--- config.mk ---
export PLATFORM = sky130hd
export DESIGN_NAME = quad_encoder_emulator_flat
export DESIGN_NICKNAME = d
export VERILOG_FILES = /design/src/rtl/odo_pkg.sv /design/src/rtl/quad_encoder_emulator_if.sv /design/src/rtl/quad_step_timer.sv /design/src/rtl/quad_encoder_emulator.sv /design/src/flat_wrapper.sv
export SDC_FILE = /design/constraint.sdc
export NUM_CORES = 1
export LEC_CHECK = 0
export CORE_MARGIN = 2
export CORE_UTILIZATION = 30
export CTS_CLUSTER_DIAMETER = 50
export DETAILED_ROUTE_END_ITERATION = 8
export HOLD_SLACK_MARGIN = 0.08
export SLEW_MARGIN = 0
export SYNTH_ARGS = -nofsm -noshare
export SYNTH_HDL_FRONTEND = slang
export SYNTH_SLANG_ARGS = --single-unit
--- constraint.sdc ---
create_clock -name CLK -period 12.3 [get_ports CLK]
set_input_delay 2.46 -clock CLK [delete_from_list [all_inputs] [get_ports CLK]]
set_output_delay 2.46 -clock CLK [all_outputs]
set_load 0.02 [all_outputs]
--- src/rtl/odo_pkg.sv ---
// Shared odometry definitions: command widths, encoder resolution and quadrature
// state encoding used by the encoder emulator, the pulse counter and odometry.
package odo_pkg;

  localparam int PERIOD_W = 22;
  localparam int CPR      = 1024;

  // Values are the (A,B) pair, so A and B come straight off the state bits
  typedef enum logic [1:0] {
    Q00 = 2'b00,
    Q10 = 2'b10,
    Q11 = 2'b11,
    Q01 = 2'b01
  } quad_t;

  localparam logic DIR_FWD = 1'b1;
  localparam logic DIR_REV = 1'b0;

  function automatic quad_t quad_next(input quad_t q, input logic dir);
    quad_t n;
    case (q)
      Q00:     n = (dir == DIR_FWD) ? Q10 : Q01;
      Q10:     n = (dir == DIR_FWD) ? Q11 : Q00;
      Q11:     n = (dir == DIR_FWD) ? Q01 : Q10;
      default: n = (dir == DIR_FWD) ? Q00 : Q11;
    endcase
    return n;
  endfunction

endpackage

--- src/rtl/quad_encoder_emulator_if.sv ---
// Command handshake and encoder outputs of the quadrature encoder emulator.
interface quad_encoder_emulator_if
  import odo_pkg::*;
#(
  parameter int PERIOD_W = odo_pkg::PERIOD_W,
  parameter int POS_W    = 32
);
  logic                    cmd_valid;
  logic                    cmd_ready;
  logic [PERIOD_W-1:0]     cmd_period;
  logic                    cmd_dir;
  logic                    enc_a;
  logic                    enc_b;
  logic                    enc_z;
  logic                    running;
  logic signed [POS_W-1:0] position;

  modport master (
    output cmd_valid, cmd_period, cmd_dir,
    input  cmd_ready, enc_a, enc_b, enc_z, running, position
  );

  modport slave (
    input  cmd_valid, cmd_period, cmd_dir,
    output cmd_ready, enc_a, enc_b, enc_z, running, position
  );
endinterface

--- src/rtl/quad_step_timer.sv ---
// Step-rate generator: holds the active (clamped) period and emits a one-cycle
// strobe every period cycles while the period is nonzero.
module quad_step_timer
  import odo_pkg::*;
#(
  parameter int PERIOD_W = odo_pkg::PERIOD_W
) (
  input  logic                CLK,
  input  logic                RST,
  input  logic                load,
  input  logic [PERIOD_W-1:0] period,
  output logic                step,
  output logic                active
);

  localparam logic [PERIOD_W-1:0] ONE = PERIOD_W'(1);

  // A single-cycle period would make A and B change on consecutive edges with no settle time
  function automatic logic [PERIOD_W-1:0] clamp_period(input logic [PERIOD_W-1:0] p);
    return (p == ONE) ? PERIOD_W'(2) : p;
  endfunction

  logic [PERIOD_W-1:0] act_period;
  logic [PERIOD_W-1:0] count;

  assign active = (act_period != '0);
  assign step   = active && (count == act_period - ONE);

  always_ff @(posedge CLK) begin
    if (RST) begin
      act_period <= '0;
      count      <= '0;
    end else if (load) begin
      act_period <= clamp_period(period);
      count      <= '0;
    end else if (step) begin
      count <= '0;
    end else if (active) begin
      count <= count + ONE;
    end
  end

endmodule

--- src/rtl/quad_encoder_emulator.sv ---
// Quadrature encoder emulator: A/B/Z at a commanded step period and direction,
// with commands double-buffered so they only take effect on a step boundary.
module quad_encoder_emulator
  import odo_pkg::*;
#(
  parameter int PERIOD_W = odo_pkg::PERIOD_W,
  parameter int CPR      = odo_pkg::CPR,
  parameter int POS_W    = 32
) (
  input logic                    CLK,
  input logic                    RST,
  quad_encoder_emulator_if.slave bus
);

  localparam int                     SP_W    = $clog2(4 * CPR);
  localparam logic [SP_W-1:0]        SP_LAST = SP_W'(4 * CPR - 1);
  localparam logic [SP_W-1:0]        SP_ONE  = SP_W'(1);
  localparam logic signed [POS_W-1:0] POS_ONE = POS_W'(1);

  logic [PERIOD_W-1:0]     sh_period;
  logic                    sh_dir;
  logic                    sh_full;
  logic                    act_dir;
  logic                    accept;
  logic                    load;
  logic                    step;
  logic                    active;
  quad_t                   q, q_next;
  logic [SP_W-1:0]         step_pos, step_pos_next;
  logic signed [POS_W-1:0] pos;
  logic                    z;

  assign accept = bus.cmd_valid && !sh_full;
  // While stopped there is no boundary to wait for; while running only a step edge may swap
  assign load   = sh_full && (!active || step);

  quad_step_timer #(.PERIOD_W(PERIOD_W)) u_timer (
    .CLK    (CLK),
    .RST    (RST),
    .load   (load),
    .period (sh_period),
    .step   (step),
    .active (active)
  );

  always_ff @(posedge CLK) begin
    if (RST) begin
      sh_full <= 1'b0;
    end else if (accept) begin
      sh_full <= 1'b1;
    end else if (load) begin
      sh_full <= 1'b0;
    end
    if (accept) begin
      sh_period <= bus.cmd_period;
      sh_dir    <= bus.cmd_dir;
    end
    if (load) begin
      act_dir <= sh_dir;
    end
  end

  always_comb begin
    q_next        = q;
    step_pos_next = step_pos;
    if (step) begin
      q_next = quad_next(q, act_dir);
      if (act_dir == DIR_FWD) begin
        step_pos_next = (step_pos == SP_LAST) ? '0 : step_pos + SP_ONE;
      end else begin
        step_pos_next = (step_pos == '0) ? SP_LAST : step_pos - SP_ONE;
      end
    end
  end

  // The step at a load edge still uses the outgoing act_dir
  always_ff @(posedge CLK) begin
    if (RST) begin
      q        <= Q00;
      step_pos <= '0;
      pos      <= '0;
      z        <= 1'b0;
    end else begin
      q        <= q_next;
      step_pos <= step_pos_next;
      z        <= (step_pos_next == '0);
      if (step) begin
        pos <= (act_dir == DIR_FWD) ? pos + POS_ONE : pos - POS_ONE;
      end
    end
  end

  assign bus.cmd_ready = !sh_full;
  assign bus.enc_a     = q[1];
  assign bus.enc_b     = q[0];
  assign bus.enc_z     = z;
  assign bus.running   = active;
  assign bus.position  = pos;

endmodule

--- src/flat_wrapper.sv ---
// flat-port wrapper written by rule: the top's interface ports become plain ports
module quad_encoder_emulator_flat import odo_pkg::*;
#(
  parameter int PERIOD_W = odo_pkg::PERIOD_W,
  parameter int CPR      = odo_pkg::CPR,
  parameter int POS_W    = 32
)
  (CLK, RST, bus_cmd_valid, bus_cmd_period, bus_cmd_dir, bus_cmd_ready, bus_enc_a, bus_enc_b, bus_enc_z, bus_running, bus_position);
  quad_encoder_emulator_if #(.PERIOD_W(PERIOD_W), .POS_W(POS_W)) bus_i ();
  input logic CLK;
  input logic RST;
  input wire logic [$bits(bus_i.cmd_valid)-1:0] bus_cmd_valid;
  input wire logic [$bits(bus_i.cmd_period)-1:0] bus_cmd_period;
  input wire logic [$bits(bus_i.cmd_dir)-1:0] bus_cmd_dir;
  output wire logic [$bits(bus_i.cmd_ready)-1:0] bus_cmd_ready;
  output wire logic [$bits(bus_i.enc_a)-1:0] bus_enc_a;
  output wire logic [$bits(bus_i.enc_b)-1:0] bus_enc_b;
  output wire logic [$bits(bus_i.enc_z)-1:0] bus_enc_z;
  output wire logic [$bits(bus_i.running)-1:0] bus_running;
  output wire logic [$bits(bus_i.position)-1:0] bus_position;
  assign bus_i.cmd_valid = bus_cmd_valid;
  assign bus_i.cmd_period = bus_cmd_period;
  assign bus_i.cmd_dir = bus_cmd_dir;
  assign bus_cmd_ready = bus_i.cmd_ready;
  assign bus_enc_a = bus_i.enc_a;
  assign bus_enc_b = bus_i.enc_b;
  assign bus_enc_z = bus_i.enc_z;
  assign bus_running = bus_i.running;
  assign bus_position = bus_i.position;
  quad_encoder_emulator #(.PERIOD_W(PERIOD_W), .CPR(CPR), .POS_W(POS_W)) u_core (.CLK(CLK), .RST(RST), .bus(bus_i));
endmodule
; Word-level counts from Yosys, hierarchy flattened
; Cells that the tools add are included.
[word_totals]
reg_bits = 116
wordCells = 46
output_inout_bits = 37
[classes]
eq_ne = 5
n_reduce_logical = 12
muxes = 13
add_sub_neg = 6
[op_table]
columns = op, n
row1 = $mux 12, 4
row2 = $add 32x2->32 const B, 1
row3 = $mux 32, 1
row4 = $sub 32x2->32 const B, 1
row5 = $logic_not 12->1, 2
row6 = $add 22x1->22 const B, 1
row7 = $eq 22x1->1 const B, 1
row8 = $eq 22x22->1, 1
row9 = $mux 22, 1
row10 = $reduce_bool 22->1, 1
row11 = $sub 22x1->22 const B, 1
row12 = $add 12x1->12 const B, 1
row13 = $eq 12x12->1 const B, 1
row14 = $sub 12x1->12 const B, 1
row15 = $mux 2, 4
row16 = $pmux 2 s3, 1
row17 = $eq 2x2->1 const B, 2
row18 = $logic_and 1x1->1, 3
row19 = $reduce_or 3->1, 1
row20 = $logic_not 1->1, 2
row21 = $logic_not 2->1, 1
row22 = $mux 1, 2
row23 = $reduce_bool 2->1, 1
row24 = $logic_or 1x1->1, 1

; Logic depth before layout (Yosys ltp)
[depth]
depth_word = 7
mapped_depth = 15

; Hierarchy
; Synthesis repeated with hierarchy kept, for this count alone.
[unflattened]
hier_cells = 803
hier_area_um2 = 7103.1
[modules_own_cells]
columns = mod, instances, cells_each, area_per_inst_um2
row1 = quad_encoder_emulator, 1, 502, 4528.1
row2 = quad_step_timer, 1, 301, 2575.0

; Worst setup path after synthesis
; Ideal clock, no wire load.
[synth_path]
kind = register to register
start = reg u_core.act_dir
end = reg u_core.pos[30] (netlist: u_core.bus.position[30])
setup_time_ns = 0.095
required_ns = 12.205
path_slack_ns = 7.996
path_stages_with_launch = 14
arrival_time_ns = 4.208
path_buffers = 1
path_cell_list = edfxtp_1 > clkbuf_1 > clkinv_1 > fa_1 > a21oi_1 > nor3_1 > o41ai_1 > a31oi_1 > a311oi_1 > o21ai_0 > and2_1 > o221a_2 > o21a_1 > o311ai_1
[synth_between]
elab_chain_len = 1
[synth_rtl]
columns = element, line_no
row1 = start: declaration, quad_encoder_emulator.sv:23  ; logic act_dir;
row2 = start signal: assignment, quad_encoder_emulator.sv:59  ; act_dir <= sh_dir;
row3 = $mux 32, quad_encoder_emulator.sv:88  ; pos <= (act_dir == DIR_FWD) ? pos + POS_ONE : pos - POS_ONE;
row4 = end signal: assignment, quad_encoder_emulator.sv:88
row5 = end: declaration, quad_encoder_emulator.sv:30  ; logic signed [POS_W-1:0] pos;
; Every way passes these cells.
; A chain may end at the register's enable or synchronous reset.

; Final worst setup path
[layout_path]
start = reg u_core.u_timer.act_period[9]
end = out bus_running
[layout_between]
elab_chain_len = 1
[layout_rtl]
columns = element, line_no
row1 = start: declaration, quad_step_timer.sv:23  ; logic [PERIOD_W-1:0] act_period;
row2 = start signal: assignment, quad_step_timer.sv:34  ; act_period <= clamp_period(period);
row3 = $reduce_bool 22->1, quad_step_timer.sv:26  ; assign active = (act_period != '0);
row4 = end: declaration, flat_wrapper.sv:19  ; output wire logic [$bits(bus_i.running)-1:0] bus_running;
; Every way passes these cells.

==> flow_summary_export.csv <==
group,metric,value,unit
cts,clock_tree.root_cell,"clkbuf_16",
cts,post_cts_resized,0,
die,rows,56,
power,seq_power_share,27.0,%
placed_design,preCtsSetupSlack,7250,ps
timing,maxSlewViolCount,0,
route,drt_pre_antenna_iters,5,
power,clkPwrFrac,25.8,%
cts,number_of_clock_sinks,116,
timing,relSlewSlack,39.0,%
cells_and_area,final_layout_size_suffix_gt1_share,5.91,%
yosys,post-synth-top-area-fraction,25.6,%
yosys,synthArstFlopShare,0,%
timing,finalCriticalPeriod,5390,ps
cells_and_area,n_antenna_cell,0,
setup_path,critPathTopFamily,"simple AND/OR/NAND/NOR gates",
route,remaining_drc_errors,0,
power,switching_share,42.2,%
cells_and_area,flow.area_growth_from_synthesis,19.9,%
status,run_status,"finished clean",
cells_and_area,final_cells,1232,
job,maxCapViolations,0,
yosys,synth.cell_area,7210,µm²
setup_path,cp-end-kind,"primary output",
yosys,synth_fp_nets,914,
timing,unrepaired_setup_endpoints_after_global_routing,"no",
cts,cts_max_path_buffers,2,
cells_and_area,final_stage_net_count,962,
setup_path,setup.reg_to_reg.worst_slack,7190,ps
yosys,synthDistinctLibCells,72,
timing,final_hold_viol_count,0,
placed_design,placedInstanceArea,8090,µm²
route,detailedRoute.firstIterationViolations,348,
timing,skew,8.25,ps
worst_hold_path,hold_path_startpoint,"u_core.sh_dir",
die,top_ports,63,
die,die_h,159,µm
route,wirelength,18.3,mm
setup_path,cpPeakStageDelay,600,ps
cts,htreeDepth,4,
route,vias,6228,
placed_design,port_buffers,62,
grt,antenna_found_initial,0,
timing,finalHoldWorstSlack,432,ps
setup_path,worstPathArrival,2930,ps
setup_path,r2r_path_end,"u_core.bus.position[30]",
timing,period_share,43.8,%
die,floorplan.initialDensity,30.6,%
placed_design,place.detailed.hpwl,12.7,mm
grt,groute.usage.overall,14.9,%
cells_and_area,layout.filler_cells,2474,
timing,setup_slack,6910,ps
cts,cts_inserted_buffers,17,
setup_path,worst_path_max_delay_cell,"clkdlybuf4s50_1",
yosys,synth-edff-count,24,
route,route.detailed.wl_per_inst,14.8,µm
yosys,sequential_cell_area_fraction_in_the_yosys_report,35.6,%
grt,grt_start_max_net_pins,73,
worst_hold_path,holdPathStages,0,
power,p_leak,3.30,nW
cts,clock_insertion_delay_worst_skew,440,ps
cells_and_area,final_area,8640,µm²
die,dieArea,25300,µm²
timing,worst-slew-pin-transition,913,ps
cts,cts_setup_buffers,0,
yosys,synth_warnings,0,
cts,cts-hold-fix-buffers,0,
power,combinationalPowerShare,47.3,%
setup_path,cp_max_fo,7,
setup_path,timing.critical_path.required,9840,ps
route,antenna_left,0,
yosys,postSynthCellCount,852,
yosys,post_synth.cell_area_avg,8.46,µm²
setup_path,regToRegStartpoint,"u_core.act_dir",
worst_hold_path,hold-path-endpoint,"u_core.act_dir",
cts,path_clk_slew,60,ps
placed_design,post-place-cells,1200,
power,switching_power,0.764,mW
grt,grt_pass1_wl,30.7,mm
setup_path,worst-r2r-cell-count,12,
yosys,synth_largest_area_cell,"dfxtp_1",
yosys,synthFlopType,"dfxtp_1",
power,ir_worst_vdd,119,µV
setup_path,critical_path_class,"reg2out",
timing,final-setup-viol-count,0,
worst_hold_path,timing.hold.worst.class,"reg2reg",
yosys,synth.ff_latch_count,116,
setup_path,critical_path.cell_chain,"nor3_2 -> nand2_1 -> or3_1 -> nor2_1 -> clkinv_1 -> clkdlybuf4s50_1",
setup_path,cp_num_buf_inv,2,
route,viasPerCell,5.06,
placed_design,gp_congestion,0.813,
cts,cts_tree,"done",
yosys,ranking_of_synthesized_cells_by_area,"dfxtp_1 26%, edfxtp_1 10%, ha_1 6.1%",
setup_path,start_kind,"register",
power,power.density_cell_area,210,nW/µm²
timing,timing.fmax,186,MHz
grt,grt_pass1_vias,6066,
die,floorplan.die.width,159,µm
timing,accumulated_negative_setup_slack,0,ps
power,p_int,1.05,mW
die,core,23500,µm²
grt,grt-ovfl-total,0,
layout by cell type, fill, tap and decap left out, types with 6 or more instances in the layout:
cell type,netlist,final
o31ai_1,6,6
mux2i_1,26,26
and3_1,12,12
o21a_1,6,6
nand3_1,32,32
a21o_1,12,12
ha_1,35,35
dfxtp_1,92,92
and2_1,6,7
nor2_1,110,110
nand2_1,87,87
clkbuf_16,0,17
inv_6,0,6
clkdlybuf4s50_1,0,61
nor4_1,9,9
nor3_1,28,28
o211ai_1,6,6
buf_4,2,6
nand3b_1,7,7
a21oi_1,68,68
a211oi_1,8,8
a31oi_1,8,8
nand4_1,15,15
edfxtp_1,24,24
xor2_1,37,37
inv_1,20,20
o21ai_0,22,22
xnor2_1,48,48
logic make-up after synthesis:
kind of cell | synth area share (%)
buffers and inverters | 3.59
adders and majority gates | 6.36
DFF | 35.6
xor gates and xnor gates | 10.3
AOI/OAI and AO/OA | 16.3
muxes | 3.61
and+or+nand+nor | 24.3
metal layers:
metal  share of wire [%]  up-vias  track usage (%)
met1                  47     2902             19.1
li1                    -     3179                -
met3                 5.0       31             4.38
met4                 1.7        0             5.37
met2                  46      116             24.0
met5                   0        -                0
Yosys cell counts (3+ instances only):
master and number:
nor2b_1 5, edfxtp_1 24, and2_1 6, a311oi_1 4
o21a_1 6, nand2_1 87, nand4_1 15, a21o_1 12
or4_1 3, o21bai_1 5, a21oi_1 68, nor4_1 9
nand3_1 32, xor2_1 37, o211a_1 3, o22ai_1 3
nor4b_1 5, a31oi_1 8, nor2_1 110, ha_1 35
clkbuf_1 28, o31ai_1 6, nor4bb_1 3, nor3_1 28
dfxtp_1 92, o211ai_1 6, mux2i_1 26, and4_1 5
or3_1 5, a211oi_1 8, nand3b_1 7, buf_2 6
and3_1 12, o21ai_0 22, xnor2_1 48, inv_1 20
per-stage QoR:
stage | power [mW] | util (%)
floorplan | 1.17 | -
global placement | 1.34 | 34.4
detailed placement | 1.35 | 34.4
CTS | 1.83 | 36.7
global route | 1.94 | 36.7
finish | 1.81 | 36.7
worst max path at each step:
stage,end,depth (start not counted),from
2_1_floorplan,u_core.bus.position[30],13,u_core.act_dir
3_3_place_gp,u_core.bus.position[30],12,u_core.act_dir
3_5_place_dp,u_core.bus.position[30],12,u_core.act_dir
4_1_cts,bus_running,6,u_core.u_timer.act_period[9]
5_1_grt,bus_running,6,u_core.u_timer.act_period[9]
6_report,bus_running,6,u_core.u_timer.act_period[9]
registers in the layout, indices dropped and copies added, names as in the netlist, 2 cells and up:
| register | count |
|---|---|
| u_core.q | 2 |
| u_core.step_pos | 12 |
| u_core.u_timer.count | 22 |
| u_core.u_timer.act_period | 22 |
| u_core.sh_period | 22 |
| u_core.bus.position | 32 |
worst reg2reg max path: cells and delay by family, from the launching register on:
| family | cells | cell delay, ps |
|---|---|---|
| AND/OR/NAND/NOR | 2 | 320 |
| adder cells (fa/ha/maj) | 1 | 640 |
| flip-flops | 1 | 830 |
| buffers and inverters | 1 | 730 |
| AO/OA/AOI/OAI | 8 | 2490 |
cell type report:
type | count | area, µm² | area share, %
multi-input combinational | 675 | 4390 | 50.8
sequential | 116 | 2560 | 29.7
timing repair buffer | 68 | 661 | 7.65
clock buffer | 17 | 425 | 4.92
tap | 319 | 399 | 4.62
clock inverter | 15 | 123 | 1.42
inverter | 22 | 82.6 | 0.956
power by group through the flow:
stage                     clock network, mW  registers [mW]  logic, mW
after floorplan                           0           0.474      0.699
after global placement                    0           0.496      0.846
after detailed placement                  0           0.497      0.854
after CTS                             0.479           0.489      0.859
after global routing                  0.498           0.497      0.944
final                                 0.467           0.489      0.857
No activity file was read; power rests on OpenSTA's default activity.
